## config.mk

```make
export PLATFORM = sky130hd
export DESIGN_NAME = dice_roll_collector
export DESIGN_NICKNAME = d
export VERILOG_FILES = /design/src/rtl/dice_roll_collector.sv
export SDC_FILE = /design/constraint.sdc
export NUM_CORES = 1
export LEC_CHECK = 0
export ABC_AREA = 1
export BUFFER_PORTS_ARGS = -buffer_cell sky130_fd_sc_hd__buf_2
export CAP_MARGIN = 25
export CORE_MARGIN = 3
export CORE_UTILIZATION = 56
export DETAILED_ROUTE_END_ITERATION = 8
export PLACE_DENSITY_LB_ADDON = 0.1
export RECOVER_POWER = 25
export SETUP_SLACK_MARGIN = 0.3
export SYNTH_ARGS = -nofsm -noshare
export SYNTH_HDL_FRONTEND = slang
export SYNTH_SLANG_ARGS = --single-unit
export TNS_END_PERCENT = 5
```

## constraint.sdc

```tcl
create_clock -name clk -period 1.9 [get_ports clk]
set_input_delay 0.38 -clock clk [delete_from_list [all_inputs] [get_ports clk]]
set_output_delay 0.38 -clock clk [all_outputs]
set_load 0.02 [all_outputs]
```

## src/rtl/dice_roll_collector.sv

```systemverilog
// dice_roll_collector: drives a dice roller a programmed number of times,
// range-checks each returned sample against the selected die, and
// accumulates total / maximum / error count over one transaction.
module dice_roll_collector #(
   parameter int unsigned RESP_LAT = 2
) (
   input  logic        clk,
   input  logic        reset_n,
   input  logic        start,
   input  logic [1:0]  die_sel_in,
   input  logic [3:0]  count,
   output logic [1:0]  die_select,
   output logic        roll,
   input  logic [7:0]  rolled_number,
   output logic        busy,
   output logic        done,
   output logic [11:0] total,
   output logic [7:0]  max_roll,
   output logic [3:0]  err_count
);

   localparam logic [2:0] LAT_LOAD = 3'(RESP_LAT);

   typedef enum logic [1:0] {
      S_IDLE,
      S_ROLL,
      S_WAIT,
      S_DONE
   } state_t;

   state_t      state_q, state_d;
   logic [1:0]  die_select_q, die_select_d;
   logic [3:0]  remain_q, remain_d;
   logic [2:0]  lat_q, lat_d;
   logic        roll_q, roll_d;
   logic        busy_q, busy_d;
   logic        done_q, done_d;
   logic [11:0] total_q, total_d;
   logic [7:0]  max_roll_q, max_roll_d;
   logic [3:0]  err_count_q, err_count_d;

   logic [7:0]  sides;
   logic        sample_ok;

   // Number of faces of the latched die and validity of the current sample
   always_comb begin
      sides = 8'd4;
      case (die_select_q)
         2'b00:   sides = 8'd4;
         2'b01:   sides = 8'd6;
         2'b10:   sides = 8'd8;
         default: sides = 8'd20;
      endcase
      sample_ok = (rolled_number != '0) && (rolled_number <= sides);
   end

   // Next-state, accumulators and registered outputs derived from the next state
   always_comb begin
      state_d      = state_q;
      die_select_d = die_select_q;
      remain_d     = remain_q;
      lat_d        = lat_q;
      total_d      = total_q;
      max_roll_d   = max_roll_q;
      err_count_d  = err_count_q;

      case (state_q)
         S_IDLE: begin
            if (start && (count != '0)) begin
               die_select_d = die_sel_in;
               remain_d     = count;
               total_d      = '0;
               max_roll_d   = '0;
               err_count_d  = '0;
               state_d      = S_ROLL;
            end
         end
         S_ROLL: begin
            lat_d   = LAT_LOAD;
            state_d = S_WAIT;
         end
         S_WAIT: begin
            if (lat_q == 3'd1) begin
               if (sample_ok) begin
                  total_d = total_q + {4'b0000, rolled_number};
                  if (rolled_number > max_roll_q) begin
                     max_roll_d = rolled_number;
                  end
               end else if (err_count_q != '1) begin
                  err_count_d = err_count_q + 4'd1;
               end
               remain_d = remain_q - 4'd1;
               state_d  = (remain_q == 4'd1) ? S_DONE : S_ROLL;
            end else begin
               lat_d = lat_q - 3'd1;
            end
         end
         S_DONE: begin
            state_d = S_IDLE;
         end
         default: begin
            state_d = S_IDLE;
         end
      endcase

      // Outputs are registered: they reflect the state being entered
      roll_d = (state_d == S_ROLL);
      busy_d = (state_d == S_ROLL) || (state_d == S_WAIT);
      done_d = (state_d == S_DONE);
   end

   // State and output registers with synchronous active-low reset
   always_ff @(posedge clk) begin
      if (!reset_n) begin
         state_q      <= S_IDLE;
         die_select_q <= '0;
         remain_q     <= '0;
         lat_q        <= '0;
         roll_q       <= 1'b0;
         busy_q       <= 1'b0;
         done_q       <= 1'b0;
         total_q      <= '0;
         max_roll_q   <= '0;
         err_count_q  <= '0;
      end else begin
         state_q      <= state_d;
         die_select_q <= die_select_d;
         remain_q     <= remain_d;
         lat_q        <= lat_d;
         roll_q       <= roll_d;
         busy_q       <= busy_d;
         done_q       <= done_d;
         total_q      <= total_d;
         max_roll_q   <= max_roll_d;
         err_count_q  <= err_count_d;
      end
   end

   assign die_select = die_select_q;
   assign roll       = roll_q;
   assign busy       = busy_q;
   assign done       = done_q;
   assign total      = total_q;
   assign max_roll   = max_roll_q;
   assign err_count  = err_count_q;

endmodule
```

==> results.py <==
metrics = {
    "critical_path": {
        "end_kind": "flip-flop",
        "path_common_cell": "nand2_2",
        "worstPathMaxFanout": 7,
        "crit_slowest_cell": "dfxtp_4",
        "cp.arrival_ns": 2.02,
        "worstPathCellList": "inv_4 -> nand2_4 -> inv_2 -> ha_4 -> nand2_2 -> nor2_2 -> nand3_1 -> nand2_2 -> nand2_4 -> a21oi_4 -> buf_12 -> nand2_2 -> nand2_1 -> nor2_1",
        "cpPeakStageDelay_ns": 0.38,
        "path_buf_inv": 3,
        "worstPathRequired_ns": 2.09,
        "path_class": "flip-flop to flip-flop",
        "path_delay_family": "simple AND/OR/NAND/NOR gates",
        "cp-start-kind": "flip-flop",
    },
    "floorplanning": {
        "std_cell_rows": 24,
        "die_area_mm2": 0.00546,
        "start_util": 0.585,
        "core-area_mm2": 0.00441,
        "die_h_um": 73.9,
        "io_pins": 46,
        "dieWidth_um": 73.9,
    },
    "pwr": {
        "combPwrFrac": 0.322,
        "seqPwrFrac": 0.359,
        "power_switching_mw": 0.888,
        "swShare": 0.340,
        "p_leak_nw": 1.60,
        "clkPwrFrac": 0.319,
        "p_int_mw": 1.73,
        "finalPower_mw": 2.61,
        "peakVddDrop_mv": 0.515,
        "powerDensity_mw_per_mm2": 807,
    },
    "synth": {
        "synth-seq-area-share": 0.294,
        "yosys_register_bits": 38,
        "syn-mean-instance-area_um2": 6.57,
        "synth_cell_types": 37,
        "yosys_warnings": 0,
        "yosysTopAreaCell": "dfxtp_1",
        "synthesis.area_mm2": 0.00258,
        "synth_nets": 438,
        "yosysTopAreaCellShare": 0.294,
        "synth.area.top_cells": "dfxtp_1 29%, nand2_1 14%, ha_1 13%",
        "synthCells": 393,
    },
    "routing": {
        "routed_wl_um": 6290,
        "first_iter_violations": 198,
        "drtAntennaViolNets": 0,
        "post-route-drc-count": 0,
        "wire_per_inst_um": 12.4,
        "avgViaCountPerCell": 5.17,
        "dr.pass1.iters": 4,
        "via_count": 2609,
    },
    "sta": {
        "hold_viol_final": 0,
        "setup_viol": 0,
        "post-route-min-period_ns": 1.83,
        "fin_crit_sh": 0.964,
        "max_freq_mhz": 546,
        "slew-limit-headroom": 0.724,
        "worst_slew_pin_slew_ns": 0.412,
        "skew_ns": 0.00796,
        "rsz0062_at_grt": "yes",
        "slew_viol_final": 0,
    },
    "placement": {
        "place_congestion": 0.903,
        "dp_hpwl_um": 4330,
        "portBuffers": 45,
        "dpl-instance-area_mm2": 0.00296,
    },
    "clocking": {
        "insertion_delay_ns": 0.30,
        "tritoncts.num_buffers": 5,
        "cts_tree": "built",
        "cts-root-buf": "clkbuf_8",
        "hold_buffers": 0,
        "cts_buffer_depth": 2,
        "clk_pin_slew_ns": 0.08,
        "h-tree-depth": 2,
        "cts_sinks": 38,
    },
    "layout": {
        "final_net_count": 497,
        "layout_commonest_cell": "nand2_1",
        "design_area_mm2": 0.00324,
        "most-common-layout-cells": "80 x nand2_1, 60 x nor2_1, 53 x inv_1",
        "drive_above_1_share": 0.223,
        "area_growth_pct": 25.4,
        "diodes": 0,
    },
    "run": {
        "maxCapViolCount": 0,
    },
    "grt": {
        "grt_overflow": 0,
        "antenna_found_initial": 0,
        "met1_usage": 0.293,
        "busiest_layer": "met2",
        "grtUsageTotal": 0.230,
        "met2_usage": 0.384,
        "use_met3": 0.0534,
        "grt_max_degree": 29,
        "grt_pass1_vias": 2251,
        "grt_pass1_wl_um": 9740,
    },
    "status": {
        "status": "finished, final reports clean",
    },
    "worst_hold_path": {
        "hp-class": "input port to flip-flop",
    },
}
==> worst paths after layout <==
check                        startpoint                          to  slack, ns  cells after the start
max          die_select[0]$_SDFFE_PN0P_       total[5]$_SDFFE_PN0P_       0.07                     14
max reg2reg  die_select[0]$_SDFFE_PN0P_       total[5]$_SDFFE_PN0P_       0.07                     14
min                       die_sel_in[1]  die_select[1]$_SDFFE_PN0P_       0.31                      3
min reg2reg    max_roll[5]$_SDFFE_PN0P_    max_roll[5]$_SDFFE_PN0P_       0.47                      2
==> sequential cells by signal, summed over array words and instances, names as in the netlist, 2 cells and up <==
register    count
die_select      2
err_count       4
lat_q           3
max_roll        8
remain_q        4
state_q         2
total          12
==> synth_stat cells <==
cell type,instances
nor2_1,62
nand2_2,2
nand4_1,11
dfxtp_1,38
a21o_1,2
inv_2,1
buf_4,1
clkinv_1,1
clkinv_2,1
buf_1,1
xnor2_1,1
clkbuf_1,3
inv_1,56
o21ai_0,21
a221oi_1,1
xor2_1,2
ha_1,27
or2_2,2
a21oi_2,2
nand3_1,19
fa_1,1
nand2_1,97
buf_6,1
nand2_4,1
a31oi_1,1
o21a_1,1
a21oi_1,21
nor3_1,6
and3_1,1
buf_2,2
nand2_8,1
nand3b_1,1
nand3_2,1
a211oi_1,1
a21oi_4,1
inv_4,1
nor4_1,1
==> metrics by stage <==
stage / hold WS [ns] / cells / utilization / setup WS (ns) / setup TNS (ns)
after floorplan: 0.454 / 393 / - / 0.149 / 0
after global placement: 0.452 / 494 / 0.671 / -0.0870 / -0.271
after detailed placement: 0.458 / 494 / 0.671 / -0.122 / -0.546
after CTS: 0.304 / 502 / 0.704 / 0.0858 / 0
after global routing: 0.324 / 505 / 0.734 / -0.0328 / -0.0418
final: 0.314 / 505 / 0.734 / 0.0685 / 0
==> cells by family (layout without fill, tap and decap cells) <==
kind of cell | after synthesis | after routing | share of synthesized area
AND/OR/NAND/NOR | 205 | 205 | 0.339
AO/OA/AOI/OAI | 51 | 51 | 0.112
buffers and inverters | 68 | 128 | 0.106
flip-flops | 38 | 38 | 0.294
XOR/XNOR | 3 | 3 | 0.0102
adder cells (fa/ha/maj) | 28 | 28 | 0.138
==> final cells by class <==
| cell class | count | area [µm²] |
|---|---|---|
| multi-input cells | 287 | 1680 |
| clock inverters | 3 | 68.8 |
| inverters | 60 | 231 |
| fillers | 365 | 1170 |
| flip-flops and latches | 38 | 774 |
| clock buffers | 5 | 68.8 |
| repair buffers | 60 | 350 |
| well taps | 52 | 65.1 |
==> metal layers <==
metal | vias up | routed length [µm]
met4 | 0 | 104
met1 | 1157 | 2900
met5 | - | 0
met2 | 67 | 2960
li1 | 1373 | -
met3 | 12 | 319
==> timing repair <==
| action | in CTS | in global routing |
|---|---|---|
| hold endpoints to repair | 0 | 0 |
| gates cloned | 0 | 1 |
| setup buffers | 0 | 2 |
| resized for setup | 4 | 32 |
| setup endpoints to repair | 27 | 29 |
| pin swaps | 1 | 13 |
==> power by group through the flow <==
stage,Clock [mW],Sequential (mW),Combinational [mW]
finish,0.835,0.938,0.841
global route,0.890,0.949,0.953
CTS,0.858,0.931,0.775
detailed placement,0,0.950,0.766
global placement,0,0.948,0.749
floorplan,0,1.01,0.483
==> worst register-to-register path, delay by kind of cell, from the launching register on <==
| family | cells | cell delay (ns) |
|---|---|---|
| buffers and inverters | 3 | 0.27 |
| and+or+nand+nor | 9 | 0.61 |
| AOI/OAI and AO/OA | 1 | 0.22 |
| adders and majority gates | 1 | 0.26 |
| DFF | 1 | 0.38 |
Note: power is estimated with default switching activity, not from simulation.
